`config.mk`:
```
export PLATFORM = sky130hd
export DESIGN_NAME = mem_display_sequencer
export DESIGN_NICKNAME = d
export VERILOG_FILES = /design/src/rtl/mem_disp_pkg.sv /design/src/rtl/mem_display_sequencer_seq_hold_timer.sv /design/src/rtl/mem_display_sequencer.sv
export SDC_FILE = /design/constraint.sdc
export NUM_CORES = 1
export LEC_CHECK = 0
export ABC_AREA = 0
export BUFFER_PORTS_ARGS = -buffer_cell sky130_fd_sc_hd__buf_4
export CAP_MARGIN = 20
export CORE_ASPECT_RATIO = 1.25
export CORE_MARGIN = 3
export CORE_UTILIZATION = 54
export DETAILED_ROUTE_END_ITERATION = 12
export PLACE_DENSITY = 0.91
export SYNTH_ARGS = -nofsm -noshare
export SYNTH_HDL_FRONTEND = slang
export SYNTH_HIERARCHICAL = 1
export SYNTH_SLANG_ARGS = --single-unit
```
`constraint.sdc`:
```
create_clock -name clk -period 2.3 [get_ports clk]
set_input_delay 0 -clock clk [delete_from_list [all_inputs] [get_ports clk]]
set_output_delay 0 -clock clk [all_outputs]
set_load 0.005 [all_outputs]
```
`src/rtl/mem_disp_pkg.sv`:
```
// Shared types and constants for the memory display sequencer.
package mem_disp_pkg;

  localparam int unsigned ADDR_W = 8;
  localparam int unsigned DATA_W = 8;

  localparam logic [3:0] ERR_NIBBLE = 4'hE;

  typedef enum logic [1:0] {
    ST_IDLE = 2'd0,
    ST_REQ  = 2'd1,
    ST_HOLD = 2'd2
  } state_t;

endpackage

```
`src/rtl/mem_display_sequencer_seq_hold_timer.sv`:
```
// Clear/enable up-counter with terminal-count flag; saturates at CYCLES-1.
module seq_hold_timer #(
  parameter int unsigned CYCLES = 4
) (
  input  logic clk,
  input  logic reset,
  input  logic clear,
  input  logic enable,
  output logic tc
);

  localparam int unsigned CNT_W = (CYCLES > 1) ? $clog2(CYCLES) : 1;
  localparam logic [CNT_W-1:0] LAST = CNT_W'(CYCLES - 1);

  logic [CNT_W-1:0] cnt_q;

  // Saturating so that a mode switch after the hold has elapsed advances at once.
  always_ff @(posedge clk) begin
    if (reset || clear) begin
      cnt_q <= '0;
    end else if (enable && (cnt_q != LAST)) begin
      cnt_q <= cnt_q + CNT_W'(1);
    end
  end

  assign tc = (cnt_q == LAST);

endmodule

```
`src/rtl/mem_display_sequencer.sv`:
```
// Walks an address range, reads memory over req/ack and latches addr/data into display nibbles.
// Optional ack timeout enabled by defining MEMSEQ_ACK_TIMEOUT_EN.
module mem_display_sequencer
  import mem_disp_pkg::*;
#(
  parameter int unsigned HOLD_CYCLES = 50000000,
  parameter int unsigned ACK_TIMEOUT = 255
) (
  input  logic              clk,
  input  logic              reset,
  input  logic              start,
  input  logic              stop,
  input  logic              step,
  input  logic              auto_mode,
  input  logic [ADDR_W-1:0] start_addr,
  input  logic [ADDR_W-1:0] end_addr,
  output logic              rd_req,
  output logic [ADDR_W-1:0] rd_addr,
  input  logic              rd_ack,
  input  logic [DATA_W-1:0] rd_data,
  output logic [3:0]        ad_high,
  output logic [3:0]        ad_low,
  output logic [3:0]        d_high,
  output logic [3:0]        d_low,
  output logic              busy,
  output logic              done,
  output logic              err
);

  state_t            state_q, state_d;
  logic [ADDR_W-1:0] addr_q, addr_d;
  logic [ADDR_W-1:0] disp_addr_q, disp_addr_d;
  logic [DATA_W-1:0] disp_data_q, disp_data_d;
  logic              rd_req_d, busy_d, done_d;
  logic              step_q, step_rise, hold_tc, ack_tmo, advance, last_addr;

  assign step_rise = step & ~step_q;
  assign advance   = auto_mode ? hold_tc : step_rise;
  assign last_addr = (addr_q == end_addr);

  seq_hold_timer #(.CYCLES(HOLD_CYCLES)) u_hold_timer (
    .clk    (clk),
    .reset  (reset),
    .clear  (state_q != ST_HOLD),
    .enable (1'b1),
    .tc     (hold_tc)
  );

`ifdef MEMSEQ_ACK_TIMEOUT_EN
  logic err_q;

  seq_hold_timer #(.CYCLES(ACK_TIMEOUT)) u_ack_timer (
    .clk    (clk),
    .reset  (reset),
    .clear  (state_q != ST_REQ),
    .enable (1'b1),
    .tc     (ack_tmo)
  );

  always_ff @(posedge clk) begin
    if (reset) begin
      err_q <= 1'b0;
    end else if (state_q == ST_IDLE && start && !stop) begin
      err_q <= 1'b0;
    end else if (state_q == ST_REQ && !stop && !rd_ack && ack_tmo) begin
      err_q <= 1'b1;
    end
  end

  assign err = err_q;
`else
  logic unused_ack_timeout;

  assign ack_tmo            = 1'b0;
  assign err                = 1'b0;
  assign unused_ack_timeout = (ACK_TIMEOUT != 0);
`endif

  always_ff @(posedge clk) begin
    if (reset) begin
      state_q     <= ST_IDLE;
      addr_q      <= '0;
      disp_addr_q <= '0;
      disp_data_q <= '0;
      rd_req      <= 1'b0;
      busy        <= 1'b0;
      done        <= 1'b0;
      step_q      <= 1'b0;
    end else begin
      state_q     <= state_d;
      addr_q      <= addr_d;
      disp_addr_q <= disp_addr_d;
      disp_data_q <= disp_data_d;
      rd_req      <= rd_req_d;
      busy        <= busy_d;
      done        <= done_d;
      step_q      <= step;
    end
  end

  // stop outranks ack/advance, which outrank start.
  always_comb begin
    state_d = state_q;
    unique case (state_q)
      ST_IDLE: if (start && !stop) state_d = ST_REQ;
      ST_REQ: begin
        if (stop)                   state_d = ST_IDLE;
        else if (rd_ack || ack_tmo) state_d = ST_HOLD;
      end
      ST_HOLD: begin
        if (stop)         state_d = ST_IDLE;
        else if (advance) state_d = last_addr ? ST_IDLE : ST_REQ;
      end
      default: state_d = ST_IDLE;
    endcase
  end

  always_comb begin
    addr_d      = addr_q;
    disp_addr_d = disp_addr_q;
    disp_data_d = disp_data_q;
    done_d      = 1'b0;
    rd_req_d    = (state_d == ST_REQ);
    busy_d      = (state_d != ST_IDLE);
    case (state_q)
      ST_IDLE: if (start && !stop) addr_d = start_addr;
      ST_REQ: begin
        if (!stop && (rd_ack || ack_tmo)) begin
          disp_addr_d = addr_q;
          disp_data_d = rd_ack ? rd_data : {ERR_NIBBLE, ERR_NIBBLE};
        end
      end
      ST_HOLD: begin
        if (!stop && advance) begin
          if (last_addr) done_d = 1'b1;
          else           addr_d = addr_q + ADDR_W'(1);
        end
      end
      default: ;
    endcase
  end

  assign rd_addr = addr_q;
  assign ad_high = disp_addr_q[7:4];
  assign ad_low  = disp_addr_q[3:0];
  assign d_high  = disp_data_q[7:4];
  assign d_low   = disp_data_q[3:0];

endmodule

```
==> results of run 1 <==
[layer usage]
layer,track usage (%),vias up,wire [µm]
li1,-,1303,-
met1,25.57,1308,2796
met2,48.35,138,4030
met3,6.991,38,497
met4,14.92,0,321
met5,0,-,0
[worst max-delay path by stage]
stage	start	end	slack, ns	cells after the start
2_1_floorplan	u_hold_timer/cnt_q[20]	rd_addr[6]	0.14	8
3_3_place_gp	u_hold_timer/cnt_q[21]	rd_addr[6]	0.13	7
3_5_place_dp	u_hold_timer/cnt_q[21]	rd_addr[6]	0.05	7
4_1_cts	u_hold_timer/cnt_q[22]	rd_addr[6]	0.01	7
5_1_grt	u_hold_timer/cnt_q[0]	rd_addr[7]	-0.04	9
6_report	u_hold_timer/cnt_q[24]	rd_addr[7]	0.06	8
[cell families (layout without fill, tap and decap cells)]
| group | after synthesis | count (layout) | synth area share (%) |
|---|---|---|---|
| adders and majority gates | 2 | 2 | 0.9232 |
| AOI/OAI and AO/OA | 65 | 65 | 15.47 |
| and+or+nand+nor | 155 | 155 | 28.35 |
| DFF | 56 | 56 | 41.37 |
| buffers and inverters | 25 | 99 | 4.570 |
| other | 2 | 2 | 0.2771 |
| xor gates and xnor gates | 28 | 28 | 9.049 |
[power breakdown]
group	internal [mW]	switching, mW	total, mW
logic	0.0950	0.0878	0.183
registers	0.983	0.0116	0.994
clock network	0.329	0.335	0.664
[stage by stage]
step                      instances  setup TNS (ns)  power (mW)  utilization (%)
after floorplan                 333               0       1.091                -
after global placement          444               0       1.170            67.02
after detailed placement        444               0       1.174            67.02
after CTS                       463               0       1.836            71.74
after global routing            467        -0.09104       1.908            72.89
final                           467               0       1.841            72.89
[critical path, delay by kind of cell (launching register included)]
| family | cells | cell delay, ns |
|---|---|---|
| DFF | 1 | 0.34 |
| AOI/OAI and AO/OA | 3 | 0.62 |
| and+or+nand+nor | 4 | 1.03 |
| buffers and inverters | 1 | 0.17 |
[Yosys cell counts, drive strengths merged, types with 4 or more instances]
library cell,instances
xor2,17
xnor2,11
nor4,6
o21ai,18
inv,4
or3,12
a21oi,32
buf,9
nor2,26
nor2b,4
and3,9
clkbuf,12
nand3,21
nand4,7
dfxtp,56
nor3,8
nand2,50
[cell type report]
cell class                      instances  area [µm²]  area share (%)
Multi-Input combinational cell        252        1484           42.42
Sequential cell                        56        1127           32.22
Timing Repair Buffer                   87       680.7           19.46
Tap cell                               60       75.07           2.146
Clock buffer                            5       68.82           1.967
Clock inverter                          3       47.55           1.359
Inverter                                4       15.01          0.4292
[sequential cells by signal, indices dropped and copies added (netlist names)]
name / flops
disp_addr_q: 8
busy: 1
rd_req: 1
rd_addr: 8
u_hold_timer/cnt_q: 26
state_q: 2
done: 1
disp_data_q: 8
step_q: 1
[timing repair]
action | in CTS | in global routing
setup buffers | 0 | 4
hold buffers | 11 | 0
gates resized for setup | 0 | 10
setup endpoints to repair | 0 | 10
endpoints found under the hold margin | 11 | 0
==> flow_metrics.py, run 1 <==
metrics = {
    "floorplanning": {
        "ioPinCount": 59,
        "initial_core_util_pct": 56.47,
        "floorplan.core_area_um2": 4800,
        "die_h_um": 85.21,
        "floorplan.die.width_um": 69.37,
        "dieArea_um2": 5910,
        "num_rows": 28,
    },
    "clock_tree": {
        "clock_tree_from_tritoncts": "done",
        "clkLatencyLatePin_ns": 0.32,
        "clk_path_buf_depth": 2,
        "number_of_h_tree_levels": 2,
        "clock-sinks": 56,
        "path_clk_slew_ns": 0.10,
        "buffer_type_at_the_clock_tree_root": "sky130_fd_sc_hd__clkbuf_8",
        "tritoncts.num_buffers": 5,
    },
    "synthesis": {
        "synth_cell_types": 46,
        "yosys-top-cells-area": "sky130_fd_sc_hd__dfxtp_1 (41%), sky130_fd_sc_hd__nand2_1 (6.9%), sky130_fd_sc_hd__xor2_1 (5.5%)",
        "async_reset_ff_share_pct": 0,
        "syn_area_per_cell_um2": 8.138,
        "synth.cell_area_um2": 2710,
        "yosys.area.top_type": "sky130_fd_sc_hd__dfxtp_1",
        "syn_inst": 333,
        "sequential_to_total_area_share_from_yosys_stat_pct": 41.37,
        "synthesis.nets": 366,
        "synthDominantCellAreaShare_pct": 41.37,
        "yosys_most_used_dff": "sky130_fd_sc_hd__dfxtp_1",
        "synthesis_stage_register_bit_count": 56,
        "synth-edff-count": 0,
        "synth.yosys.warnings": 6,
    },
    "grt": {
        "track_usage_pct": 25.96,
        "globalRouteOverflowTotal": 0,
        "antenna_found_initial": 0,
        "grt_pass1_wl_mm": 12.59,
        "grt_start_max_net_pins": 33,
        "number_of_global_route_vias_before_repair": 2827,
    },
    "critical_path": {
        "critPathMaxStageDelay_ns": 0.57,
        "crit_arrival_ns": 2.46,
        "worst-r2r-setup-slack_ns": 0.06,
        "r2r-start": "u_hold_timer/cnt_q[24]",
        "critical_path.startpoint_type": "flip-flop",
        "depth_of_the_worst_register_to_register_path": 8,
        "worst_r2r_endpoint": "rd_addr[7]",
        "critical_path.cell_chain": "nand4b_1 -> or4_4 -> nor2_4 -> a21oi_2 -> a211o_1 -> buf_4 -> and3_1 -> o21ba_2",
        "worst_ep_required_time_ns": 2.52,
        "critPathCaptureType": "flip-flop",
        "cp_max_fo": 4,
        "crit_type": "flip-flop to flip-flop",
        "crit_path_top_delay_cell": "sky130_fd_sc_hd__or4_4",
    },
    "timing": {
        "worst-slew-pin-transition_ns": 0.6647,
        "slew_headroom_pct": 55.56,
        "hold_violations": 0,
        "period_minus_slack_ns": 2.241,
        "period_share_pct": 97.42,
        "setup_viol_count_final": 0,
        "final.setup.worst_slack_ns": 0.05945,
        "clock-skew-final_ns": 0.01447,
        "final_count_of_pins_violating_max_slew": 0,
        "fmax_mhz": 446.3,
        "hold-worst-slack_ns": 0.03505,
    },
    "finish": {
        "syn2layout_area_growth_pct": 29.09,
        "layout_common_cells": "sky130_fd_sc_hd__buf_4 (76), sky130_fd_sc_hd__dfxtp_1 (51), sky130_fd_sc_hd__nand2_1 (50)",
        "final_area_um2": 3498,
        "mostFrequentLayoutCell": "sky130_fd_sc_hd__buf_4",
        "num-fill-cells": 285,
        "fraction_of_final_layout_cells_with_drive_strength_greater_than_1_pct": 26.54,
        "diodes": 0,
        "final_nets": 439,
    },
    "placed_design": {
        "place_hpwl_mm": 4.812,
        "final_estimated_routing_congestion_in_global_placement": 0.9460,
        "port-buffer-count": 57,
        "pre_cts_ws_ns": 0.05497,
        "dpl_cell_area_um2": 3217,
    },
    "pwr": {
        "cellLeakagePower_nw": 1.293,
        "power.density_nw_per_um2": 526.1,
        "vdd.ir_drop.worst_v": 0.0005255,
    },
    "routing": {
        "drc": 0,
        "totalWireLength_mm": 7.646,
        "dr_total_vias": 2787,
        "firstDrtPassIters": 4,
        "viasPerCell": 5.968,
        "drt_first_iter_violations": 296,
        "antenna_violating_nets_post_route": 0,
        "wire_per_inst_um": 16.37,
    },
    "hold_path": {
        "worstHoldStart": "start_addr[0]",
        "hold_path_end": "rd_addr[0]",
        "cell_depth_of_the_worst_min_delay_path": 3,
        "hp-class": "input pin to flip-flop",
    },
    "flow_run": {
        "drv_cap": 0,
    },
    "run_status": {
        "result_of_the_run": "complete, no violations",
    },
}
Note: power is estimated with default switching activity, not from simulation.
==> run 2: changes to the inputs <==
--- a/config.mk
+++ b/config.mk
@@ -9,10 +9,10 @@
 export BUFFER_PORTS_ARGS = -buffer_cell sky130_fd_sc_hd__buf_4
 export CAP_MARGIN = 20
 export CORE_ASPECT_RATIO = 1.25
-export CORE_MARGIN = 3
-export CORE_UTILIZATION = 54
+export CORE_MARGIN = 2
+export CORE_UTILIZATION = 49
 export DETAILED_ROUTE_END_ITERATION = 12
-export PLACE_DENSITY = 0.91
+export PLACE_DENSITY = 0.88
 export SYNTH_ARGS = -nofsm -noshare
 export SYNTH_HDL_FRONTEND = slang
 export SYNTH_HIERARCHICAL = 1
==> constraint.sdc (replaced) <==
create_clock -name clk -period 1.8 [get_ports clk]
set_input_delay 0 -clock clk [delete_from_list [all_inputs] [get_ports clk]]
set_output_delay 0 -clock clk [all_outputs]
set_load 0.005 [all_outputs]
==> flow_metrics.py, run 2 (synthesis results as in run 1) <==
metrics = {
    "timing": {
        "hold-worst-slack_ns": 0.01468,
        "fmax_mhz": 471.8,
        "period_share_pct": 117.8,
        "setup_repair_after_global_routing_missed_its_margin": "true",
        "clock-skew-final_ns": 0.01513,
        "hold_violations": 0,
        "final.setup.worst_slack_ns": -0.3196,
        "final_count_of_pins_violating_max_slew": 0,
        "slew_headroom_pct": 62.35,
        "setup_viol_count_final": 21,
        "period_minus_slack_ns": 2.120,
        "worst-slew-pin-transition_ns": 0.5648,
    },
    "critical_path": {
        "crit_path_start": "u_hold_timer/cnt_q[24]",
        "critPathCaptureType": "flip-flop",
        "critical_path.cell_chain": "nand4b_1 -> or4_4 -> nor2_4 -> a21oi_2 -> a211o_1 -> a221oi_2 -> o21ba_2",
        "worst-r2r-setup-slack_ns": -0.32,
        "critPathMaxStageDelay_ns": 0.55,
        "crit_type": "flip-flop to flip-flop",
        "depth_of_the_worst_register_to_register_path": 7,
        "cp_max_fo": 6,
        "worst_ep_required_time_ns": 2.06,
        "crit_path_top_delay_cell": "sky130_fd_sc_hd__or4_4",
        "crit_arrival_ns": 2.38,
        "worst_r2r_endpoint": "rd_addr[7]",
        "critical_path.startpoint_type": "flip-flop",
        "setup.worst_path.end": "rd_addr[7]",
        "r2r-start": "u_hold_timer/cnt_q[24]",
    },
    "finish": {
        "final_area_um2": 3872,
        "fraction_of_final_layout_cells_with_drive_strength_greater_than_1_pct": 35.51,
        "largest_register_ff_count": 26,
        "top_register_by_number_of_flip_flops": "u_hold_timer/cnt_q",
        "final_nets": 477,
        "diodes": 0,
        "mostFrequentLayoutCell": "sky130_fd_sc_hd__buf_4",
        "postLayoutCoreUtil_pct": 72.14,
        "layout_common_cells": "sky130_fd_sc_hd__buf_4 (110), sky130_fd_sc_hd__dfxtp_1 (53), sky130_fd_sc_hd__nand2_1 (50)",
        "syn2layout_area_growth_pct": 42.89,
    },
    "pwr": {
        "power.density_nw_per_um2": 585.7,
        "cellLeakagePower_nw": 1.505,
        "design_power_total_mw": 2.268,
        "vdd.ir_drop.worst_v": 0.0004408,
    },
    "floorplanning": {
        "ioPinCount": 59,
        "dieArea_um2": 6146,
        "die_h_um": 87.15,
        "floorplan.die.width_um": 70.52,
        "num_rows": 30,
        "floorplan.core_area_um2": 5368,
        "initial_core_util_pct": 50.49,
    },
    "routing": {
        "drt_first_iter_violations": 251,
        "drc": 0,
        "antenna_violating_nets_post_route": 0,
        "firstDrtPassIters": 6,
        "wire_per_inst_um": 16.23,
        "totalWireLength_mm": 8.259,
        "viasPerCell": 5.723,
        "dr_total_vias": 2913,
    },
    "placed_design": {
        "place_hpwl_mm": 5.188,
        "pre_cts_ws_ns": -0.2864,
        "port-buffer-count": 57,
        "final_estimated_routing_congestion_in_global_placement": 0.8708,
        "dpl_cell_area_um2": 3522,
    },
    "clock_tree": {
        "clock_tree_from_tritoncts": "done",
        "clk_path_buf_depth": 2,
        "path_clk_slew_ns": 0.10,
        "clkLatencyLatePin_ns": 0.32,
        "tritoncts.num_buffers": 5,
        "buffer_type_at_the_clock_tree_root": "sky130_fd_sc_hd__clkbuf_8",
        "clock-sinks": 56,
        "number_of_h_tree_levels": 2,
    },
    "run_status": {
        "failed_checks": "negative setup slack",
        "result_of_the_run": "finished, violations left",
    },
    "grt": {
        "grt_start_max_net_pins": 33,
        "antenna_found_initial": 0,
        "number_of_global_route_vias_before_repair": 2807,
        "grt_pass1_wl_mm": 12.45,
        "globalRouteOverflowTotal": 0,
        "track_usage_pct": 25.15,
    },
    "flow_run": {
        "drv_cap": 0,
    },
    "hold_path": {
        "hp-class": "input pin to flip-flop",
    },
}
-- run 2: cell types whose count changed in the layout (fill, tap and decap cells not counted), moves of 2 or more --
| cell | before | now |
|---|---|---|
| sky130_fd_sc_hd__a21oi_1 | 24 | 22 |
| sky130_fd_sc_hd__a21oi_2 | 8 | 10 |
| sky130_fd_sc_hd__buf_4 | 76 | 110 |
| sky130_fd_sc_hd__buf_6 | 0 | 4 |
| sky130_fd_sc_hd__clkinv_4 | 2 | 0 |
| sky130_fd_sc_hd__dfxtp_1 | 51 | 53 |
| sky130_fd_sc_hd__dfxtp_2 | 5 | 3 |
| sky130_fd_sc_hd__inv_6 | 0 | 2 |
| sky130_fd_sc_hd__o221ai_1 | 3 | 0 |
| sky130_fd_sc_hd__o221ai_2 | 0 | 3 |
| sky130_fd_sc_hd__or3_1 | 12 | 8 |
| sky130_fd_sc_hd__or3_4 | 0 | 4 |
-- run 2: area by class of cell --
type	instances	area, µm²
Fill cell	340	1495
Tap cell	64	80.08
Clock inverter	3	25.02
Inverter	4	15.01
Clock buffer	5	68.82
Sequential cell	56	1125
Timing Repair Buffer	125	980.9
Multi-Input combinational cell	252	1578
-- run 2: power by group --
group          switching, mW  leakage, nW  internal (mW)  total (mW)
clock                  0.454       0.0452          0.285       0.739
sequential            0.0132        0.454           1.26        1.27
combinational          0.123         1.01          0.137       0.260
total                  0.590         1.50           1.68        2.27
-- run 2: per-stage QoR --
| step | TNS, ns | cells |
|---|---|---|
| finish | -2.911 | 509 |
| global route | -4.054 | 509 |
| CTS | -2.506 | 506 |
| detailed placement | -2.462 | 485 |
| global placement | -1.683 | 485 |
| floorplan | -1.966 | 333 |
-- run 2: routing by layer --
layer / share of wire (%) / global-route usage, % / vias up / wire length [µm]
li1: - / - / 1379 / -
met1: 38 / 26.51 / 1363 / 3139
met2: 54 / 49.14 / 142 / 4461
met3: 5.3 / 4.282 / 29 / 435
met4: 2.7 / 9.615 / 0 / 223
met5: 0 / 0 / - / 0
-- run 2: worst min-delay path by stage --
| stage | from | to | depth (start not counted) |
|---|---|---|---|
| 3_3_place_gp | step | step_q | 2 |
| 3_5_place_dp | stop | state_q[1] | 2 |
| 6_report | start_addr[0] | rd_addr[0] | 3 |
| 5_1_grt | start_addr[0] | rd_addr[0] | 3 |
| 2_1_floorplan | reset | state_q[1] | 1 |
| 4_1_cts | start_addr[0] | rd_addr[0] | 3 |
-- run 2: worst max-delay path, delay by kind of cell (launching register included) --
family	cells	cell delay, ns
compound gates	4	0.93
flops	1	0.34
simple gates	3	0.82
-- run 2: repair_timing --
action | CTS | global route
buffers inserted | 3 | 3
hold endpoints to repair | 11 | 0
hold buffers | 11 | 0
pin swaps | 10 | 16
gates resized for setup | 8 | 15
endpoints found under the setup margin | 18 | 28
==> run 3: changes to the inputs <==
--- a/config.mk
+++ b/config.mk
@@ -10,10 +10,9 @@
 export CAP_MARGIN = 20
 export CORE_ASPECT_RATIO = 1.25
 export CORE_MARGIN = 2
-export CORE_UTILIZATION = 49
+export CORE_UTILIZATION = 48
 export DETAILED_ROUTE_END_ITERATION = 12
-export PLACE_DENSITY = 0.88
+export PLACE_DENSITY = 0.87
 export SYNTH_ARGS = -nofsm -noshare
 export SYNTH_HDL_FRONTEND = slang
-export SYNTH_HIERARCHICAL = 1
 export SYNTH_SLANG_ARGS = --single-unit
==> flow_metrics.py, run 3 <==
metrics = {
    "clock_tree": {
        "clock_tree_from_tritoncts": "done",
        "clkLatencyLatePin_ns": 0.32,
        "clk_path_buf_depth": 2,
        "buffer_type_at_the_clock_tree_root": "sky130_fd_sc_hd__clkbuf_8",
        "path_clk_slew_ns": 0.10,
        "number_of_h_tree_levels": 2,
        "clock-sinks": 56,
        "tritoncts.num_buffers": 5,
    },
    "synthesis": {
        "synthDominantCellAreaShare_pct": 44.60,
        "synth.yosys.warnings": 0,
        "synthesis_stage_register_bit_count": 56,
        "synthesis.nets": 339,
        "synth.cell_area_um2": 2514,
        "async_reset_ff_share_pct": 0,
        "yosys-top-cells-area": "sky130_fd_sc_hd__dfxtp_1 (45%), sky130_fd_sc_hd__nand2_1 (7.3%), sky130_fd_sc_hd__xnor2_1 (5.9%)",
        "post_synth_most_frequent_cells": "sky130_fd_sc_hd__dfxtp_1 (56), sky130_fd_sc_hd__nand2_1 (49), sky130_fd_sc_hd__nor2_1 (35)",
        "synth_cell_types": 40,
        "yosys_most_used_dff": "sky130_fd_sc_hd__dfxtp_1",
        "synth-edff-count": 0,
        "sequential_to_total_area_share_from_yosys_stat_pct": 44.60,
        "syn_area_per_cell_um2": 8.215,
        "yosys.cell_count.top_type": "sky130_fd_sc_hd__dfxtp_1",
        "syn_inst": 306,
        "yosys.area.top_type": "sky130_fd_sc_hd__dfxtp_1",
    },
    "grt": {
        "track_usage_pct": 24.12,
        "antenna_found_initial": 0,
        "grt_pass1_wl_mm": 11.00,
        "number_of_global_route_vias_before_repair": 2530,
        "grt_start_max_net_pins": 32,
        "globalRouteOverflowTotal": 0,
    },
    "floorplanning": {
        "ioPinCount": 59,
        "num_rows": 29,
        "die_h_um": 84.91,
        "floorplan.core_area_um2": 5080,
        "floorplan.die.width_um": 68.73,
        "initial_core_util_pct": 49.48,
        "dieArea_um2": 5835,
    },
    "routing": {
        "viasPerCell": 5.463,
        "antenna_violating_nets_post_route": 0,
        "dr_total_vias": 2595,
        "drc": 0,
        "drt_first_iter_violations": 131,
        "firstDrtPassIters": 4,
        "totalWireLength_mm": 7.237,
        "wire_per_inst_um": 15.24,
    },
    "critical_path": {
        "crit_type": "flip-flop to flip-flop",
        "critical_path.startpoint_type": "flip-flop",
        "cp_max_fo": 7,
        "crit_arrival_ns": 2.37,
        "critPathCaptureType": "flip-flop",
        "worst_ep_required_time_ns": 2.04,
    },
    "timing": {
        "hold_violations": 0,
        "setup_repair_after_global_routing_missed_its_margin": "true",
        "period_share_pct": 118.0,
        "final_count_of_pins_violating_max_slew": 0,
        "slew_headroom_pct": 61.95,
        "clock-skew-final_ns": 0.008054,
        "final.setup.worst_slack_ns": -0.3244,
        "period_minus_slack_ns": 2.124,
        "setup_viol_count_final": 23,
        "fmax_mhz": 470.7,
        "worst-slew-pin-transition_ns": 0.5708,
    },
    "pwr": {
        "cellLeakagePower_nw": 1.456,
        "power.density_nw_per_um2": 602.9,
        "vdd.ir_drop.worst_v": 0.0004990,
    },
    "run_status": {
        "result_of_the_run": "finished, violations left",
        "failed_checks": "negative setup slack",
    },
    "placed_design": {
        "place_hpwl_mm": 4.640,
        "dpl_cell_area_um2": 3302,
        "port-buffer-count": 57,
        "post-place-cells": 453,
        "final_estimated_routing_congestion_in_global_placement": 0.8524,
    },
    "finish": {
        "final_area_um2": 3692,
        "largest_register_ff_count": 26,
        "fraction_of_final_layout_cells_with_drive_strength_greater_than_1_pct": 33.41,
        "top_register_by_number_of_flip_flops": "u_hold_timer.cnt_q",
        "syn2layout_area_growth_pct": 46.89,
        "final_nets": 445,
        "diodes": 0,
        "layout_common_cells": "sky130_fd_sc_hd__buf_4 (100), sky130_fd_sc_hd__dfxtp_1 (52), sky130_fd_sc_hd__nand2_1 (49)",
        "mostFrequentLayoutCell": "sky130_fd_sc_hd__buf_4",
        "final_cells": 475,
    },
    "hold_path": {
        "hp-class": "input pin to flip-flop",
    },
    "flow_run": {
        "drv_cap": 0,
    },
}
## run 3: layer usage
layer / up-vias / GRT usage [%] / wire, µm
met5: - / 0 / 0
met4: 0 / 5.704 / 158
met2: 71 / 42.22 / 3801
met1: 1257 / 28.83 / 2948
li1: 1251 / - / -
met3: 16 / 6.233 / 329
## run 3: cells by family (layout without fill, tap and decap cells)
group	after synthesis	count (layout)	synth area share, %
AND/OR/NAND/NOR	151	151	28.72
multiplexers	4	4	1.593
other	1	1	0.1492
flip-flops	56	56	44.60
AO/OA/AOI/OAI	43	43	10.11
XOR/XNOR	31	31	10.80
buffers and inverters	18	125	3.036
adder cells (fa/ha/maj)	2	2	0.9954
## run 3: repair_timing
item / in CTS / in global routing
pin swaps: 4 / 12
endpoints found under the setup margin: 27 / 31
gates resized for setup: 12 / 20
hold buffers: 10 / 0
hold endpoints to repair: 10 / 0
setup buffers: 1 / 3
## run 3: path summary, 6_finish.rpt
check / startpoint / to / slack (ns) / cells past startpoint
setup / recovery: u_hold_timer.cnt_q[7] / rd_addr[0] / -0.32 / 6
hold / removal: start_addr[5] / rd_addr[5] / 0.03 / 3
setup reg to reg: u_hold_timer.cnt_q[7] / rd_addr[0] / -0.32 / 6
hold reg to reg: disp_addr_q[2] / disp_addr_q[2] / 0.47 / 2
## run 3: metrics by stage
step	utilization, %	power (mW)	TNS (ns)	worst slack, ns	hold WS, ns
final	72.68	2.226	-3.776	-0.3244	0.02575
after detailed placement	65.00	1.496	-3.531	-0.2935	0.2162
after global placement	65.00	1.489	-3.270	-0.2847	0.2050
after global routing	72.68	2.300	-6.068	-0.4154	0.02722
after floorplan	-	1.380	-1.109	-0.1567	0.06993
after CTS	70.25	2.218	-3.873	-0.2981	0.01963
## run 3: where the power goes
part / total (mW) / internal, mW / switching (mW)
combinational: 0.228 / 0.131 / 0.0976
clock: 0.729 / 0.314 / 0.415
sequential: 1.27 / 1.26 / 0.0133
total: 2.23 / 1.70 / 0.526
## run 3: worst max-delay path: stages (launching register included)
cell and delay, ns:
sky130_fd_sc_hd__dfxtp_2 0.33, sky130_fd_sc_hd__or4_4 0.54, sky130_fd_sc_hd__nor4_4 0.28, sky130_fd_sc_hd__a41o_2 0.26, sky130_fd_sc_hd__a31oi_4 0.13, sky130_fd_sc_hd__or3_1 0.34, sky130_fd_sc_hd__a31oi_1 0.18
## run 3: layout make-up
cell class	count	area, µm²
Multi-Input combinational cell	232	1486
Fill cell	375	1388
Sequential cell	56	1126
Timing Repair Buffer	113	893.4
Clock buffer	7	86.33
Tap cell	62	77.57
Inverter	4	15.01
Clock inverter	1	7.507
